[src/rtl/uart_echo_tx.sv]
// rtl/uart_echo_tx.sv - UART echo path: captures receiver bytes into a FIFO and re-sends them as 8N1 frames.
// Optional build macro ECHO_UPPERCASE_EN folds lowercase ASCII to uppercase before queuing.
module uart_echo_tx #(
    parameter int CLKS_PER_BIT = 16,
    parameter int FIFO_DEPTH   = 4
) (
    input  logic       clk,
    input  logic       reset_n,
    input  logic [7:0] RX_DATA,
    input  logic       rx_complete_flag,
    output logic       rx_complete_del_flag,
    output logic       TXD,
    output logic       tx_busy,
    output logic       fifo_full,
    output logic       overrun_flag
);

    localparam int PTR_W  = $clog2(FIFO_DEPTH);
    localparam int FCNT_W = $clog2(FIFO_DEPTH) + 1;
    localparam int BIT_W  = $clog2(CLKS_PER_BIT);
    localparam logic [FCNT_W-1:0] FULL_CNT = FCNT_W'(FIFO_DEPTH);
    localparam logic [BIT_W-1:0]  BIT_LAST = BIT_W'(CLKS_PER_BIT - 1);

    typedef enum logic {CAP_IDLE, CAP_ACK} cap_state_t;
    typedef enum logic [1:0] {T_IDLE, T_START, T_DATA, T_STOP} tx_state_t;

    cap_state_t        r_cap_state, w_cap_next;
    tx_state_t         r_tx_state, w_tx_next;
    logic              r_del;
    logic              w_push, w_pop, w_wr_en, w_empty, w_full;
    logic [7:0]        w_push_data;
    logic [7:0]        r_mem [FIFO_DEPTH];
    logic [PTR_W-1:0]  r_wr_ptr, r_rd_ptr;
    logic [FCNT_W-1:0] r_count;
    logic              r_overrun;
    logic [BIT_W-1:0]  r_cnt, w_cnt_next;
    logic [2:0]        r_bit, w_bit_next;
    logic [7:0]        r_shift, w_shift_next;
    logic              r_txd, w_txd_next;
    logic              r_busy, w_busy_next;

`ifdef ECHO_UPPERCASE_EN
    always_comb begin
        w_push_data = RX_DATA;
        if (RX_DATA >= 8'h61 && RX_DATA <= 8'h7A)
            w_push_data = RX_DATA & 8'hDF;
    end
`else
    assign w_push_data = RX_DATA;
`endif

    // One push per flag assertion: the ACK state swallows the rest of the held level.
    always_comb begin
        w_cap_next = r_cap_state;
        w_push     = 1'b0;
        case (r_cap_state)
            CAP_IDLE: begin
                if (rx_complete_flag) begin
                    w_push     = 1'b1;
                    w_cap_next = CAP_ACK;
                end
            end
            CAP_ACK: begin
                if (!rx_complete_flag)
                    w_cap_next = CAP_IDLE;
            end
            default: w_cap_next = CAP_IDLE;
        endcase
    end

    always_ff @(posedge clk or negedge reset_n) begin
        if (!reset_n) begin
            r_cap_state <= CAP_IDLE;
            r_del       <= 1'b0;
        end else begin
            r_cap_state <= w_cap_next;
            r_del       <= (w_cap_next == CAP_ACK);
        end
    end

    assign w_empty = (r_count == '0);
    assign w_full  = (r_count == FULL_CNT);
    // A pop in the same cycle frees a slot, so a push into a full FIFO still lands.
    assign w_wr_en = w_push && (!w_full || w_pop);

    always_ff @(posedge clk) begin
        if (w_wr_en)
            r_mem[r_wr_ptr] <= w_push_data;
    end

    always_ff @(posedge clk or negedge reset_n) begin
        if (!reset_n) begin
            r_wr_ptr  <= '0;
            r_rd_ptr  <= '0;
            r_count   <= '0;
            r_overrun <= 1'b0;
        end else begin
            if (w_wr_en)
                r_wr_ptr <= r_wr_ptr + 1'b1;
            if (w_pop)
                r_rd_ptr <= r_rd_ptr + 1'b1;
            case ({w_wr_en, w_pop})
                2'b10:   r_count <= r_count + 1'b1;
                2'b01:   r_count <= r_count - 1'b1;
                default: r_count <= r_count;
            endcase
            if (w_push && w_full && !w_pop)
                r_overrun <= 1'b1;
        end
    end

    always_comb begin
        w_tx_next    = r_tx_state;
        w_pop        = 1'b0;
        w_cnt_next   = r_cnt;
        w_bit_next   = r_bit;
        w_shift_next = r_shift;
        case (r_tx_state)
            T_IDLE: begin
                if (!w_empty) begin
                    w_pop        = 1'b1;
                    w_shift_next = r_mem[r_rd_ptr];
                    w_bit_next   = 3'd0;
                    w_cnt_next   = BIT_LAST;
                    w_tx_next    = T_START;
                end
            end
            T_START: begin
                if (r_cnt == '0) begin
                    w_cnt_next = BIT_LAST;
                    w_tx_next  = T_DATA;
                end else begin
                    w_cnt_next = r_cnt - 1'b1;
                end
            end
            T_DATA: begin
                if (r_cnt == '0) begin
                    w_cnt_next   = BIT_LAST;
                    w_shift_next = {1'b0, r_shift[7:1]};
                    w_bit_next   = r_bit + 1'b1;
                    if (r_bit == 3'd7)
                        w_tx_next = T_STOP;
                end else begin
                    w_cnt_next = r_cnt - 1'b1;
                end
            end
            T_STOP: begin
                if (r_cnt == '0)
                    w_tx_next = T_IDLE;
                else
                    w_cnt_next = r_cnt - 1'b1;
            end
            default: w_tx_next = T_IDLE;
        endcase
    end

    // Line outputs are registered from the current state, so TXD lags the state by one cycle.
    always_comb begin
        w_txd_next  = 1'b1;
        w_busy_next = (r_tx_state != T_IDLE);
        case (r_tx_state)
            T_START: w_txd_next = 1'b0;
            T_DATA:  w_txd_next = r_shift[0];
            default: w_txd_next = 1'b1;
        endcase
    end

    always_ff @(posedge clk or negedge reset_n) begin
        if (!reset_n) begin
            r_tx_state <= T_IDLE;
            r_cnt      <= '0;
            r_bit      <= 3'd0;
            r_shift    <= 8'h00;
            r_txd      <= 1'b1;
            r_busy     <= 1'b0;
        end else begin
            r_tx_state <= w_tx_next;
            r_cnt      <= w_cnt_next;
            r_bit      <= w_bit_next;
            r_shift    <= w_shift_next;
            r_txd      <= w_txd_next;
            r_busy     <= w_busy_next;
        end
    end

    assign rx_complete_del_flag = r_del;
    assign TXD                  = r_txd;
    assign tx_busy              = r_busy;
    assign fifo_full            = w_full;
    assign overrun_flag         = r_overrun;

endmodule
[config.mk]
export PLATFORM = sky130hd
export DESIGN_NAME = uart_echo_tx
export DESIGN_NICKNAME = d
export VERILOG_FILES = /design/src/rtl/uart_echo_tx.sv
export SDC_FILE = /design/constraint.sdc
export NUM_CORES = 1
export LEC_CHECK = 0
export CAP_MARGIN = 0
export CELL_PAD_IN_SITES_DETAIL_PLACEMENT = 1
export CELL_PAD_IN_SITES_GLOBAL_PLACEMENT = 2
export CORE_MARGIN = 2
export CORE_UTILIZATION = 40
export DETAILED_ROUTE_END_ITERATION = 8
export HOLD_SLACK_MARGIN = 0.1
export PLACE_DENSITY_LB_ADDON = 0.1
export SYNTH_ARGS = -nofsm -noshare
export SYNTH_HDL_FRONTEND = slang
export SYNTH_SLANG_ARGS = --single-unit
[constraint.sdc]
create_clock -name clk -period 5.6 [get_ports clk]
set_clock_uncertainty 0.2 [all_clocks]
set_input_delay 0.84 -clock clk [delete_from_list [all_inputs] [get_ports clk]]
set_output_delay 0.84 -clock clk [all_outputs]
set_load 0.01 [all_outputs]
-- After elaboration in Yosys (flattened, before gate mapping)
Memories as Yosys holds them, arrays and structs flattened.
Index checks and enable logic that the tools add are counted.
- multiplexer cells: 24
- equal/unequal tests: 13
- reduce and logical (&&, ||, !) cells: 16
- $add $sub $neg: 6
- operators by type and width (cell ; count):
    8-bit two-way mux ; 2
    8-bit case mux with 2 select lines ; 1
    4-bit two-way mux ; 3
    2-bit inequality test (second input constant) ; 6
    3-bit case mux with 2 select lines ; 2
    4-bit case mux with 3 select lines ; 1
    2-bit two-way mux ; 5
    2-bit case mux with 4 select lines ; 1
    3-bit by 1-bit adder with 3-bit output (second input constant) ; 2
    2-bit == test (second input constant) ; 3
    3-bit == test (second input constant) ; 2
    1-bit two-way mux ; 6
    3-bit two-way mux ; 2
    2-bit nonzero test ; 3
    5-bit AND reduction ; 1
    2-bit by 1-bit adder with 2-bit output (second input constant) ; 2
    2-bit by 1-bit == test with 1-bit output (second input constant) ; 2
    4-bit zero test ; 1
    4-bit by 1-bit subtractor with 4-bit output (second input constant) ; 1
    1-bit logical AND ; 3
    3-bit zero test ; 1
    3-bit AND reduction ; 1
    3-bit by 1-bit subtractor with 3-bit output (second input constant) ; 1
    1-bit zero test ; 2
    5 further kinds ; 5
- output and inout bits: 5
- memories: 1
- flip-flop bits (word level): 28
- RAM bits: 32
- input port bits: 11
- logic and storage cells: 71
- memory list (memory ; words ; width ; rd ports ; clocked after memory_dff ; write ports ; RTL line ; RTL):
    r_mem ; 4 ; 8 ; 1 ; 0 ; 1 ; 32 ; logic [7:0] r_mem [FIFO_DEPTH];

-- Longest topological paths before layout
- depth after elaboration: 7
- mapped depth: 9
- depth with buffers taken out: 8

-- Worst setup path before layout
Ideal clock, no wire load.
- path type: input-to-reg
- start: input port rx_complete_flag
- end: register r_count[2]
- buffers on the path: 1
- setup slack: 3160 ps
- library setup time: 133 ps
- data required time: 5267 ps
- stages: 7
- arrival time: 2108 ps
- cells stage by stage: nand2b_1 > clkbuf_1 > nand2_1 > fa_1 > nor4_1 > a31oi_1 > xnor2_1
- cells in the longest elaborated chain, start to end: 5
- elaborated cells on any way between the ends: 7
- those cells by class: eq/ne (2); mux (3); reduce/logical (2)
- ends and longest elaborated chain (what ; RTL line ; RTL):
    start: declaration ; 10 ; input logic rx_complete_flag,
    1-bit two-way mux * ; 58 ; if (rx_complete_flag) begin
    1-bit two-way mux * ; 56 ; case (r_cap_state)
    1-bit logical AND * ; 84 ; assign w_wr_en = w_push && (!w_full || w_pop);
    2-bit by 1-bit == test with 1-bit output or 2-bit == test (tied branches) ; 102 ; case ({w_wr_en, w_pop})
    3-bit case mux with 2 select lines or 2-bit nonzero test (tied branches) ; - ;
    end signal: assignment ; 103 ; 2'b10: r_count <= r_count + 1'b1;
    end signal: assignment ; 104 ; 2'b01: r_count <= r_count - 1'b1;
    end signal: assignment ; 105 ; default: r_count <= r_count;
    end: declaration ; 34 ; logic [FCNT_W-1:0] r_count;
Mark *: on every way between the ends. The rest lies on a longest branch, timed or not.
A chain may end at the register's enable or synchronous reset.

-- Worst setup path in the final report
- start: register r_tx_state[0]
- end: register r_bit[0]
- cells in the longest elaborated chain, start to end: 3
- elaborated cells on any way between the ends: 7
- those cells by class: eq/ne (3); mux (1); reduce/logical (3)
- ends and longest elaborated chain (what ; RTL line ; RTL):
    start: declaration ; 28 ; tx_state_t r_tx_state, w_tx_next;
    start signal: assignment ; 177 ; r_tx_state <= w_tx_next;
    2-bit == test or 2-bit zero test (tied branches) ; 118 ; case (r_tx_state)
    2-bit inequality test (no source line) or 2-bit nonzero test (tied branches) ; - ;
    3-bit AND reduction (no source line) ; - ;
    end signal: assignment ; 179 ; r_bit <= w_bit_next;
    end: declaration ; 37 ; logic [2:0] r_bit, w_bit_next;
Parallel ways exist; a longest one is shown, timed or not.

==> results.sh <==
export IMPL_status="completed"
export IMPL_fmax_mhz=364.7
export IMPL_synth_top_area_share_pct=34.56
export IMPL_cp_max_fo=29
export IMPL_cts_setup_buffers=0
export IMPL_synthAdderAreaFrac_pct=6.121
export IMPL_place_ws_ns=2.601
export IMPL_finalWirelength_mm=5.539
export IMPL_synth_top_family_by_area="simple AND/OR/NAND/NOR gates"
export IMPL_cts_hold_buf=0
export IMPL_core_area_sq_mm=0.006756
export IMPL_fill_cells=704
export IMPL_clk_path_buf_depth=2
export IMPL_wire_per_inst_um=17.31
export IMPL_critPathMaxStageDelay_ns=0.81
export IMPL_drv_cap=0
export IMPL_io_pins=16
export IMPL_fin_nets=259
export IMPL_clk_latency_ns=0.34
export IMPL_leakagePower_nw=1.223
export IMPL_clock_root_buffer="clkbuf_8"
export IMPL_setup_viol=0
export IMPL_ys_seq_area_share_pct=59.81
export IMPL_antenna_found_initial=0
export IMPL_slew_headroom_pct=34.98
export IMPL_syn_area_sq_mm=0.002780
export IMPL_final_max_slew_viol_count=0
export IMPL_vias=1720
export IMPL_yosys_warnings=0
export IMPL_rows=30
export IMPL_synth_fp_nets=244
export IMPL_synth_cells=220
export IMPL_setup_tns_final_ns=0
export IMPL_peakVddDrop_mv=0.2160
export IMPL_synth_cell_types=44
export IMPL_grt_pass1_vias=1849
export IMPL_path_class="reg -> reg"
export IMPL_synthSimpleGateAreaFrac_pct=12.02
export IMPL_critPathSlowestCell="ha_1"
export IMPL_cp_cell_sequence="inv_1 > ha_1 > nor2_1 > a211oi_4 > nand3_1 > o21ai_0"
export IMPL_syn_mean_instance_area_sq_um=12.64
export IMPL_grt_pass1_wl_mm=9.584
export IMPL_die_x_um=87.37
export IMPL_synthTopCellsByArea="edfxtp_1, dfrtp_1, ha_1"
export IMPL_gp_congestion=0.8280
export IMPL_fin_crit_ns=2.742
export IMPL_overflow=0
export IMPL_synth_mux_area_share_pct=6.526
export IMPL_drt_pass1_iterations=4
export IMPL_hold_class="reg -> reg"
export IMPL_yosys_area_top_type="edfxtp_1"
export IMPL_port_buffers=15
export IMPL_final_layout_size_suffix_gt1_share_pct=12.92
export IMPL_fin_ws_ns=2.858
export IMPL_dr_first_iter_drc_count=61
export IMPL_cts_tree="done"
export IMPL_syn_to_final_growth_pct=15.03
export IMPL_post_dp_hpwl_mm=3.951
export IMPL_cp_data_required_time_ns=5.65
export IMPL_async_flop_share_pct=46.67
export IMPL_cts_resized=0
export IMPL_synthFlopType="edfxtp_1"
export IMPL_synth_compound_area_share_pct=10.13
export IMPL_grt_usage_pct=16.91
export IMPL_cts_buffers_inserted=9
export IMPL_ant_nets=0
export IMPL_grt_max_degree=30
export IMPL_avgViaCountPerCell=5.375
export IMPL_drc=0
export IMPL_path_clk_slew_ns=0.07
export IMPL_end_kind="flip-flop"
export IMPL_worst_slew_pin_slew_ns=0.9753
export IMPL_die_height_um=87.37
export IMPL_synth_edf_count=32
export IMPL_cp_data_arrival_time_ns=2.79
export IMPL_finalHoldViolCount=0
export IMPL_cts_sinks=60
export IMPL_synth_xor_area_share_pct=1.890
export IMPL_htreeDepth=3
export IMPL_diodes=0
export IMPL_rsz0062_at_grt="no"
export IMPL_power_density_mw_per_mm2=576.6
export IMPL_start_util_pct=41.15
export IMPL_period_share_pct=48.96
export IMPL_die_area_sq_mm=0.007634
export IMPL_synth_seq_cells=60
export IMPL_worst_setup_path_start_kind="flip-flop"
[cell usage in the layout (no fill, tap or decap), types with 3 or more instances in the layout]
| cell | netlist | layout |
|---|---|---|
| a21oi_1 | 15 | 15 |
| a221oi_1 | 7 | 7 |
| and2_1 | 4 | 4 |
| clkbuf_8 | 0 | 9 |
| clkdlybuf4s50_1 | 0 | 15 |
| dfrtp_1 | 27 | 27 |
| edfxtp_1 | 32 | 32 |
| ha_1 | 12 | 12 |
| inv_1 | 11 | 11 |
| mux2_2 | 9 | 9 |
| mux2i_1 | 8 | 8 |
| nand2_1 | 11 | 11 |
| nand3_1 | 5 | 5 |
| nor2_1 | 13 | 13 |
| nor2b_1 | 3 | 3 |
| nor3_1 | 11 | 11 |
| o21ai_0 | 6 | 6 |
| xnor2_1 | 5 | 5 |
[synthesized netlist by cell type (all sizes together), types with 2 or more instances]
| cell type | n |
|---|---|
| o221ai | 2 |
| nand4 | 2 |
| o21ai | 6 |
| nor2b | 3 |
| o32a | 2 |
| nor2 | 14 |
| nand3 | 5 |
| clkbuf | 7 |
| nor3b | 2 |
| and2 | 4 |
| edfxtp | 32 |
| nand2 | 11 |
| ha | 12 |
| nor3 | 11 |
| a221oi | 7 |
| mux2i | 8 |
| nor4b | 3 |
| inv | 11 |
| xnor2 | 5 |
| dfrtp | 27 |
| buf | 5 |
| mux2 | 9 |
| a21oi | 16 |
[registers in the layout, indices dropped and copies added, names as in the netlist]
signal                cells
r_wr_ptr                  2
r_count                   3
r_shift                   8
r_bit                     3
overrun_flag              1
r_mem                    32
rx_complete_del_flag      1
r_cnt                     4
r_tx_state                2
tx_busy                   1
TXD                       1
r_rd_ptr                  2
[metrics by stage]
| stage | power [W] | area, sq um | utilization [%] | hold slack, ns | instances |
|---|---|---|---|---|---|
| floorplan | 0.001252 | 2780 | - | 0.2570 | 220 |
| global placement | 0.001385 | 2982 | 44.13 | 0.2551 | 304 |
| detailed placement | 0.001427 | 2982 | 44.13 | 0.2626 | 304 |
| CTS | 0.001866 | 3198 | 47.33 | 0.2833 | 320 |
| global route | 0.001989 | 3198 | 47.33 | 0.3147 | 320 |
| finish | 0.001844 | 3198 | 47.33 | 0.2760 | 320 |
[where the power goes]
group,total (W),switching (W),internal (W)
combinational,0.000690,0.000374,0.000316
sequential,0.000723,0.000129,0.000595
clock,0.000431,0.000180,0.000251
total,0.00184,0.000683,0.00116
[kinds of logic (layout without fill, tap and decap cells)]
kind of cell	after synthesis	in the layout
AO/OA/AOI/OAI	40	40
XOR/XNOR	6	6
adder cells (fa/ha/maj)	13	13
buffers and inverters	23	43
flip-flops	60	60
multiplexers	17	17
AND/OR/NAND/NOR	61	61
[worst max-delay path: cells and delay by family (launching register included)]
kind                       cells  cell delay [ns]
and+or+nand+nor                2             0.32
adders and majority gates      1             0.81
AOI/OAI and AO/OA              2             0.77
DFF                            1             0.42
buffers and inverters          1             0.13
[final timing paths]
check                                     startpoint                       end  slack (ns)  cells past startpoint
setup reg to reg           r_tx_state[0]$_DFFE_PN0P_      r_bit[0]$_DFFE_PN0P_        2.86                      6
max in group asynchronous                    reset_n             TXD$_DFF_PN1_        4.20                      2
hold / removal              overrun_flag$_DFFE_PN0P_  overrun_flag$_DFFE_PN0P_        0.28                      1
min in group asynchronous                    reset_n    r_shift[5]$_DFFE_PN0P_        0.68                      2
setup / recovery           r_tx_state[0]$_DFFE_PN0P_      r_bit[0]$_DFFE_PN0P_        2.86                      6
hold reg to reg             overrun_flag$_DFFE_PN0P_  overrun_flag$_DFFE_PN0P_        0.28                      1
[routing by layer]
layer | wire [um] | vias to the layer above | part of all wire (%) | global-route usage [%]
met1 | 2922 | 853 | 53 | 25.23
met2 | 2372 | 24 | 43 | 23.00
met4 | 116 | 0 | 2.1 | 7.832
met3 | 127 | 11 | 2.3 | 4.076
li1 | - | 832 | - | -
met5 | 0 | - | 0 | 0
[layout make-up]
class / count / area (sq um) / share of cell area, %
inverter: 11 / 41.29 / 1.291
clock buffer: 10 / 127.6 / 3.991
tap: 80 / 100.1 / 3.130
multi-input combinational: 137 / 1020 / 31.89
sequential: 60 / 1663 / 52.00
clock inverter: 6 / 88.84 / 2.778
timing repair buffer: 16 / 157.7 / 4.930
Note: power is estimated with default switching activity, not from simulation.
